===== src/rtl/seg_scan_ctrl.sv =====
// Time-multiplexed seven-segment scan controller with per-frame BCD snapshot,
// dead-time between digits and leading-zero blanking. Define BLINK_EN for per-digit blinking.
module seg_scan_ctrl #(
  parameter int N_DIGITS     = 4,
  parameter int DWELL_CYC    = 50000,
  parameter int DEAD_CYC     = 500,
  parameter int BLINK_FRAMES = 250
) (
  input  logic                  clk,
  input  logic                  rst,
  input  logic                  en,
  input  logic                  lzb_en,
  input  logic [4*N_DIGITS-1:0] digits_bcd,
`ifdef BLINK_EN
  input  logic [N_DIGITS-1:0]   blink_mask,
`endif
  output logic [3:0]            digit_code,
  output logic [N_DIGITS-1:0]   an_n,
  output logic                  frame_start
);

  localparam int CW = $clog2(DWELL_CYC + 1);
  localparam int IW = $clog2(N_DIGITS);
  localparam logic [CW-1:0] DEAD_C   = CW'(DEAD_CYC);
  localparam logic [CW-1:0] DWELL_C  = CW'(DWELL_CYC);
  localparam logic [IW-1:0] LAST_IDX = IW'(N_DIGITS - 1);

  localparam logic [1:0] S_IDLE  = 2'd0;
  localparam logic [1:0] S_BLANK = 2'd1;
  localparam logic [1:0] S_ON    = 2'd2;

  logic [1:0]            state_reg, state_next;
  logic [IW-1:0]         idx_reg, idx_next;
  logic [CW-1:0]         cnt_reg, cnt_next, cnt_inc;
  logic [4*N_DIGITS-1:0] snap_reg, snap_next;
  logic                  frame_restart, frame_wrap, frame_load;
  logic [N_DIGITS-1:0]   an_next;
  logic [3:0]            code_next;
  logic [3:0]            code_arr [N_DIGITS];
  logic [N_DIGITS-1:0]   blink_off;

  always_comb begin
    state_next    = state_reg;
    idx_next      = idx_reg;
    cnt_inc       = cnt_reg + CW'(1);
    cnt_next      = cnt_reg;
    frame_restart = 1'b0;
    frame_wrap    = 1'b0;
    if (!en) begin
      state_next = S_IDLE;
      idx_next   = '0;
      cnt_next   = '0;
    end else begin
      case (state_reg)
        S_IDLE: begin
          state_next    = S_BLANK;
          idx_next      = '0;
          cnt_next      = '0;
          frame_restart = 1'b1;
        end
        S_BLANK: begin
          cnt_next = cnt_inc;
          if (cnt_inc == DEAD_C) state_next = S_ON;
        end
        S_ON: begin
          if (cnt_inc == DWELL_C) begin
            state_next = S_BLANK;
            cnt_next   = '0;
            if (idx_reg == LAST_IDX) begin
              idx_next   = '0;
              frame_wrap = 1'b1;
            end else begin
              idx_next = idx_reg + IW'(1);
            end
          end else begin
            cnt_next = cnt_inc;
          end
        end
        default: begin
          state_next = S_IDLE;
          idx_next   = '0;
          cnt_next   = '0;
        end
      endcase
    end
    frame_load = frame_restart | frame_wrap;
    snap_next  = frame_load ? digits_bcd : snap_reg;
  end

`ifdef BLINK_EN
  localparam int FW = $clog2(BLINK_FRAMES + 1);
  localparam logic [FW-1:0] BLINK_C = FW'(BLINK_FRAMES);

  logic [FW-1:0]       fcnt_reg, fcnt_next;
  logic                phase_reg, phase_next;
  logic [N_DIGITS-1:0] mask_reg, mask_next;

  // Blink cadence restarts from a known phase whenever the display is re-enabled.
  always_comb begin
    fcnt_next  = fcnt_reg;
    phase_next = phase_reg;
    mask_next  = frame_load ? blink_mask : mask_reg;
    if (!en) begin
      fcnt_next  = fcnt_reg;
    end else if (frame_restart) begin
      fcnt_next  = '0;
      phase_next = 1'b0;
    end else if (frame_wrap) begin
      if (fcnt_reg + FW'(1) == BLINK_C) begin
        fcnt_next  = '0;
        phase_next = ~phase_reg;
      end else begin
        fcnt_next = fcnt_reg + FW'(1);
      end
    end
  end

  always_ff @(posedge clk) begin
    if (rst) begin
      fcnt_reg  <= '0;
      phase_reg <= 1'b0;
      mask_reg  <= '0;
    end else begin
      fcnt_reg  <= fcnt_next;
      phase_reg <= phase_next;
      mask_reg  <= mask_next;
    end
  end

  assign blink_off = phase_next ? mask_next : '0;
`else
  assign blink_off = '0;
`endif

  // Codes come from the next snapshot so the first BLANK cycle of a frame already shows fresh data.
  genvar gi;
  generate
    for (gi = 0; gi < N_DIGITS; gi++) begin : g_code
      logic [3:0] digit;
      logic       lead_zero;
      assign digit = snap_next[4*gi +: 4];
      if (gi == 0) begin : g_lsd
        assign lead_zero = 1'b0;
      end else begin : g_upper
        assign lead_zero = lzb_en && (snap_next[4*N_DIGITS-1:4*gi] == '0);
      end
      assign code_arr[gi] = (lead_zero || blink_off[gi]) ? 4'hF : digit;
    end
  endgenerate

  always_comb begin
    an_next   = '1;
    code_next = 4'hF;
    if (state_next == S_ON) an_next = ~(N_DIGITS'(1) << idx_next);
    if (state_next != S_IDLE) code_next = code_arr[idx_next];
  end

  always_ff @(posedge clk) begin
    if (rst) begin
      state_reg   <= S_IDLE;
      idx_reg     <= '0;
      cnt_reg     <= '0;
      snap_reg    <= '1;
      an_n        <= '1;
      digit_code  <= 4'hF;
      frame_start <= 1'b0;
    end else begin
      state_reg   <= state_next;
      idx_reg     <= idx_next;
      cnt_reg     <= cnt_next;
      snap_reg    <= snap_next;
      an_n        <= an_next;
      digit_code  <= code_next;
      frame_start <= frame_load;
    end
  end

endmodule


===== config.mk =====
export PLATFORM = sky130hd
export DESIGN_NAME = seg_scan_ctrl
export DESIGN_NICKNAME = d
export VERILOG_FILES = /design/src/rtl/seg_scan_ctrl.sv
export SDC_FILE = /design/constraint.sdc
export NUM_CORES = 1
export LEC_CHECK = 0
export CORE_UTILIZATION = 40
export DETAILED_ROUTE_END_ITERATION = 7
export DONT_BUFFER_PORTS = 1
export GPL_ROUTABILITY_DRIVEN = 0
export MAX_ROUTING_LAYER = met4
export PLACE_DENSITY = 0.63
export RECOVER_POWER = 50
export SLEW_MARGIN = 20
export SYNTH_ARGS = -nofsm -noshare
export SYNTH_HDL_FRONTEND = slang
export SYNTH_SLANG_ARGS = --single-unit

===== constraint.sdc =====
create_clock -name clk -period 3.5 [get_ports clk]
set_clock_uncertainty 0.2 [all_clocks]
set_input_delay 0.7 -clock clk [delete_from_list [all_inputs] [get_ports clk]]
set_output_delay 0.7 -clock clk [all_outputs]
set_load 0.01 [all_outputs]

; Word-level counts from Yosys, hierarchy flattened
; Index checks and enable logic that the tools add are counted.
[op_classes]
n_addsub = 2
order_cmp = 1
eq_ne = 6
n_shift = 1
n_mux = 23
bitwise = 6
reduce_logical = 11
[op_table]
columns = op, n
row1 = 2-to-1 mux 16 bit, 2
row2 = one-hot mux 16 bit (2 select lines), 1
row3 = 2-to-1 mux 4 bit, 5
row4 = "adder 16 x 1 -> 16 bit, second input constant", 1
row5 = "== test 16 bit, second input constant", 1
row6 = "== test 16 x 9 -> 1 bit, second input constant", 1
row7 = zero test 12 bit, 1
row8 = 2-to-1 mux 2 bit, 6
row9 = binary-select mux 4 bit (select 2 bit), 1
row10 = zero test 8 bit, 1
row11 = "== test 2 bit, second input constant", 3
row12 = 2-to-1 mux 1 bit, 6
row13 = one-hot mux 2 bit (3 select lines), 1
row14 = OR reduction 2 bit, 3
row15 = zero test 4 bit, 1
row16 = NOT 4 bit, 1
row17 = one-hot mux 2 bit (2 select lines), 1
row18 = "<< shifter 1 x 2 -> 4 bit, first input constant", 1
row19 = ">= comparator 3 bit, second input constant", 1
row20 = logical AND 1 bit, 3
row21 = NOT 1 bit, 3
row22 = NOT 2 -> 3 bit, 1
row23 = "adder 2 x 1 -> 2 bit, second input constant", 1
row24 = "== test 2 x 1 -> 1 bit, second input constant", 1
row25 = other kinds (3), 3
[word_totals]
register_bits = 45
inputBits = 20
output_inout_bits = 9
word_cells = 57

; Logic depth before layout (Yosys ltp)
[logic_depth]
ltp_word = 13
ltp_mapped = 11
ltp_nobuf = 9

; Least setup slack after synthesis
; Ideal clock, no wire load.
[synth_path]
path_kind = reg2reg
start = register cnt_reg[0]
end = register snap_reg[2]
setup_ps = 120
t_arrival_ps = 2613
required_ps = 3180
slack_ps = 567
stages_incl_launch_ff = 11
n_path_buf = 2
period_less_slack_ps = 2933
path_cell_list = dfxtp_1 -> ha_1 -> nand4_2 -> or4_4 -> a21boi_2 -> nand4_1 -> o21a_1 -> buf_6 -> buf_6 -> mux2_4 -> or2_1
[synth_via]
elab_chain_cells = 7
[synth_lines]
columns = element, line_no
row1 = start: declaration, 34  ; logic [CW-1:0] cnt_reg, cnt_next, cnt_inc;
row2 = start signal: assignment, 170  ; cnt_reg <= cnt_next;
row3 = adder 16 x 1 -> 16 bit, 45  ; cnt_inc = cnt_reg + CW'(1);
row4 = == test 16 bit, 66  ; if (cnt_inc == DWELL_C) begin
row5 = 2-to-1 mux 1 bit, 66
row6 = 2-to-1 mux 1 bit, 54  ; case (state_reg)
row7 = 2-to-1 mux 1 bit, 49  ; if (!en) begin
row8 = bitwise OR 1 bit, 86  ; frame_load = frame_restart | frame_wrap;
row9 = 2-to-1 mux 16 bit, 87  ; snap_next = frame_load ? digits_bcd : snap_reg;
row10 = end signal: assignment, 171  ; snap_reg <= snap_next;
row11 = end: declaration, 35  ; logic [4*N_DIGITS-1:0] snap_reg, snap_next;
; No other way between the ends.
; A chain may end at the register's enable or synchronous reset.

; Final worst setup path
[layout_path]
start = register cnt_reg[0]
end = register cnt_reg[6]
[layout_via]
elab_chain_cells = 4
[layout_lines]
columns = element, line_no
row1 = adder 16 x 1 -> 16 bit (*), 45
row2 = == test 16 bit, 66
row3 = 2-to-1 mux 16 bit, 66
row4 = one-hot mux 16 bit (2 select lines) (*), 54
; Mark *: on every way between the ends. The rest lies on a longest branch, timed or not.

==> results.sh <==
export IMPL_hold_end="cnt_reg[0]"
export IMPL_timing_reg2reg_setup_slack_ns=0.26
export IMPL_relSlewSlack_pct=51.7
export IMPL_cts_hold_buffers=0
export IMPL_grt_max_degree=28
export IMPL_viasPerCell=5.71
export IMPL_crit_arrival_ns=3.23
export IMPL_netlist_cell_type_count=63
export IMPL_synth_seq_area_share_pct=34.9
export IMPL_postCtsResizedCells=0
export IMPL_hold_ws_ns=0.255
export IMPL_vias_in_the_first_global_route=2060
export IMPL_cp_data_required_time_ns=3.49
export IMPL_fillers=588
export IMPL_slowest_library_cell_on_the_worst_path="sky130_fd_sc_hd__clkbuf_1"
export IMPL_holdCritStartpoint="cnt_reg[0]"
export IMPL_nNetsFinal=323
export IMPL_run_status="completed"
export IMPL_htreeDepth=2
export IMPL_routed_wire_length_per_instance_um=15.0
export IMPL_cts_made_buffers=5
export IMPL_row_cnt=28
export IMPL_max_cap_violations=0
export IMPL_ff2ff_path_depth=9
export IMPL_ioPinCount=29
export IMPL_cellPowerDensity_nw_per_um2=345
export IMPL_antenna_violations_before_repair=0
export IMPL_grtUsageTotal_pct=19.0
export IMPL_clk_insertion_delay_late_ns=0.29
export IMPL_synth_cells=300
export IMPL_setup_worst_path_start_class="flip-flop"
export IMPL_ys_dominant_reg_cell="sky130_fd_sc_hd__dfxtp_1"
export IMPL_mappedNetlistArea_sq_um=2580
export IMPL_buffer_ports_inserted=0
export IMPL_drt_drc_violations_left=0
export IMPL_detailedPlacementHpwl_um=4210
export IMPL_initial_utilization_pct=42.6
export IMPL_worst_r2r_endpoint="cnt_reg[6]"
export IMPL_async_sr_flop_fraction_pct=0
export IMPL_synth_seq_cells=45
export IMPL_global_route_overflow_total=0
export IMPL_synth_enable_flop_cells=0
export IMPL_power_uw=937
export IMPL_drt_iter0_markers=94
export IMPL_hold_path_cell_count=1
export IMPL_worstPathCellList="ha_1, and4_1, a21boi_0, o211a_1, nand4_2, o21a_1, o21ai_0, clkbuf_1, o21ba_2"
export IMPL_via_count=2125
export IMPL_clock_root_buffer="sky130_fd_sc_hd__clkbuf_8"
export IMPL_antenna_cells_inserted=0
export IMPL_cts_reportedPaths_clkPinSlew_ns=0.08
export IMPL_crit_path_max_fanout=16
export IMPL_timing_final_crit_share_pct=92.5
export IMPL_timing_hold_worst_class="flip-flop to flip-flop"
export IMPL_wl_um=5590
export IMPL_max_vdd_ir_drop_uv=238
export IMPL_setup_tns_ns=0
export IMPL_post_cts_setup_buffer_count=0
export IMPL_grt_setup_unrepaired="no"
export IMPL_path_type_of_the_worst_setup_path="flip-flop to flip-flop"
export IMPL_first_pass_iters=4
export IMPL_tightestPinTransition_ns=0.725
export IMPL_syn_nets=326
export IMPL_wire_length_of_the_first_global_routing_pass_um=9620
export IMPL_core_area_sq_um=6060
export IMPL_die_height_um=82.3
export IMPL_rr_startpoint="cnt_reg[0]"
export IMPL_setup_viol=0
export IMPL_layout_drive_gt1_share_pct=8.75
export IMPL_max_clock_path_buffers=2
export IMPL_floorplan_die_width_um=82.3
export IMPL_die_area_sq_um=6780
export IMPL_end_kind="flip-flop"
export IMPL_drt_antenna_violating_nets=0
export IMPL_slew_viol_final=0
export IMPL_mean_area_per_synthesized_cell_sq_um=8.60
export IMPL_leakage_power_uw=0.000998
export IMPL_cts_tree="done"
export IMPL_ys_warn_count=0
export IMPL_period_minus_slack_ns=3.24
export IMPL_area_delta_synth_final_pct=5.14
export IMPL_finalHoldViolCount=0
export IMPL_fmax_mhz=309
export IMPL_timing_critical_path_slowest_cell_delay_ns=0.57
export IMPL_cts_sinks=45
==> cells in the mapped netlist (4+ instances only) <==
cell	count	area [sq um]
sky130_fd_sc_hd__and2_1	4	25.0
sky130_fd_sc_hd__and3_1	5	31.3
sky130_fd_sc_hd__buf_2	6	30.0
sky130_fd_sc_hd__clkbuf_1	5	18.8
sky130_fd_sc_hd__dfxtp_1	45	901
sky130_fd_sc_hd__ha_1	6	75.1
sky130_fd_sc_hd__inv_1	6	22.5
sky130_fd_sc_hd__mux2i_1	12	120
sky130_fd_sc_hd__nand2_1	35	131
sky130_fd_sc_hd__nand3_1	12	60.1
sky130_fd_sc_hd__nand3b_1	11	82.6
sky130_fd_sc_hd__nand4_1	5	31.3
sky130_fd_sc_hd__nor2_1	32	120
sky130_fd_sc_hd__nor3_1	8	40.0
sky130_fd_sc_hd__nor4_1	4	25.0
sky130_fd_sc_hd__o2111ai_1	4	35.0
sky130_fd_sc_hd__o21a_1	4	30.0
sky130_fd_sc_hd__o21ai_0	7	35.0
sky130_fd_sc_hd__o21bai_1	4	30.0
sky130_fd_sc_hd__or2_1	4	25.0
sky130_fd_sc_hd__or3_1	6	37.5
sky130_fd_sc_hd__xnor2_1	8	70.1
sky130_fd_sc_hd__xor2_1	5	43.8
==> placed cells by master, fill, tap and decap left out, types with 2 or more instances in the layout <==
master	netlist	final
sky130_fd_sc_hd__clkbuf_1	5	2
sky130_fd_sc_hd__nand4_1	5	5
sky130_fd_sc_hd__nand2_1	35	35
sky130_fd_sc_hd__o211ai_1	2	2
sky130_fd_sc_hd__nand2b_1	3	3
sky130_fd_sc_hd__o21bai_1	4	4
sky130_fd_sc_hd__nand3b_1	11	11
sky130_fd_sc_hd__nor3b_1	3	3
sky130_fd_sc_hd__xnor2_1	8	8
sky130_fd_sc_hd__clkbuf_8	0	6
sky130_fd_sc_hd__and3_1	5	5
sky130_fd_sc_hd__and2_1	4	4
sky130_fd_sc_hd__nand4_2	3	3
sky130_fd_sc_hd__o21a_1	4	4
sky130_fd_sc_hd__or3_1	6	6
sky130_fd_sc_hd__nor3_1	8	8
sky130_fd_sc_hd__xor2_1	5	5
sky130_fd_sc_hd__mux2_2	3	3
sky130_fd_sc_hd__a21o_1	2	2
sky130_fd_sc_hd__nor2_1	32	32
sky130_fd_sc_hd__o311ai_1	2	2
sky130_fd_sc_hd__and4_1	2	2
sky130_fd_sc_hd__o21ai_0	7	8
sky130_fd_sc_hd__o2111ai_1	4	4
sky130_fd_sc_hd__mux2i_1	12	12
sky130_fd_sc_hd__nor2b_1	3	3
sky130_fd_sc_hd__o211a_1	2	2
sky130_fd_sc_hd__buf_4	0	4
sky130_fd_sc_hd__nor4_1	4	4
sky130_fd_sc_hd__ha_1	6	6
sky130_fd_sc_hd__dfxtp_1	45	45
sky130_fd_sc_hd__nand3_1	12	12
sky130_fd_sc_hd__inv_1	6	6
sky130_fd_sc_hd__nor4b_1	3	3
sky130_fd_sc_hd__a21oi_1	3	3
sky130_fd_sc_hd__or2_1	4	4
==> power by group <==
part / total [uW] / internal (uW) / switching [uW]
combinational: 73.7 / 36.2 / 37.5
sequential: 539 / 528 / 10.9
clock: 325 / 157 / 168
total: 937 / 721 / 216
==> how the worst max path moves through the flow <==
stage / start / to / slack, ns / cells past startpoint
finish: cnt_reg[0] / cnt_reg[6] / 0.26 / 9
global route: cnt_reg[0] / cnt_reg[6] / 0.02 / 9
CTS: cnt_reg[0] / digit_code[0] / 0.29 / 10
detailed placement: cnt_reg[0] / digit_code[0] / 0.30 / 10
global placement: cnt_reg[5] / an_n[3] / 0.37 / 8
floorplan: cnt_reg[0] / snap_reg[2] / 0.57 / 10
==> critical path: cells and delay by family (launching register included) <==
family / cells / cell delay, ns
DFF: 1 / 0.33
AOI/OAI and AO/OA: 5 / 1.27
and+or+nand+nor: 2 / 0.48
buffers and inverters: 1 / 0.57
adders and majority gates: 1 / 0.28
==> cell families (layout without fill, tap and decap cells) <==
kind of cell | after synthesis | after routing | share of synthesized area (%)
compound gates | 48 | 48 | 15.1
xor+xnor | 13 | 13 | 4.41
fa+ha+maj | 6 | 6 | 2.91
buf+inv | 21 | 18 | 4.02
flops | 45 | 45 | 34.9
mux | 17 | 17 | 6.98
simple gates | 150 | 150 | 31.7
==> stage by stage <==
stage / setup slack [ns] / instances / area, sq um / utilization, %
6_report: 0.262 / 372 / 2710 / 44.8
5_1_grt: 0.0189 / 372 / 2710 / 44.8
4_1_cts: 0.285 / 372 / 2720 / 44.8
3_5_place_dp: 0.305 / 365 / 2630 / 43.4
3_3_place_gp: 0.371 / 365 / 2630 / 43.4
2_1_floorplan: 0.567 / 300 / 2580 / -
==> per-layer routing <==
metal	routed length [um]	track usage (%)
met2	2470	28.3
met4	46	4.74
met3	339	5.93
met5	0	-
met1	2740	24.8
==> layout make-up <==
cell class	instances	area (sq um)	share of cell area [%]
Inverter	6	22.5	0.830
Multi-Input combinational cell	234	1580	58.1
Sequential cell	45	901	33.2
Timing Repair Buffer	5	33.8	1.24
Clock buffer	7	86.3	3.18
Tap cell	75	93.8	3.46
No activity file was read; power rests on OpenSTA's default activity.
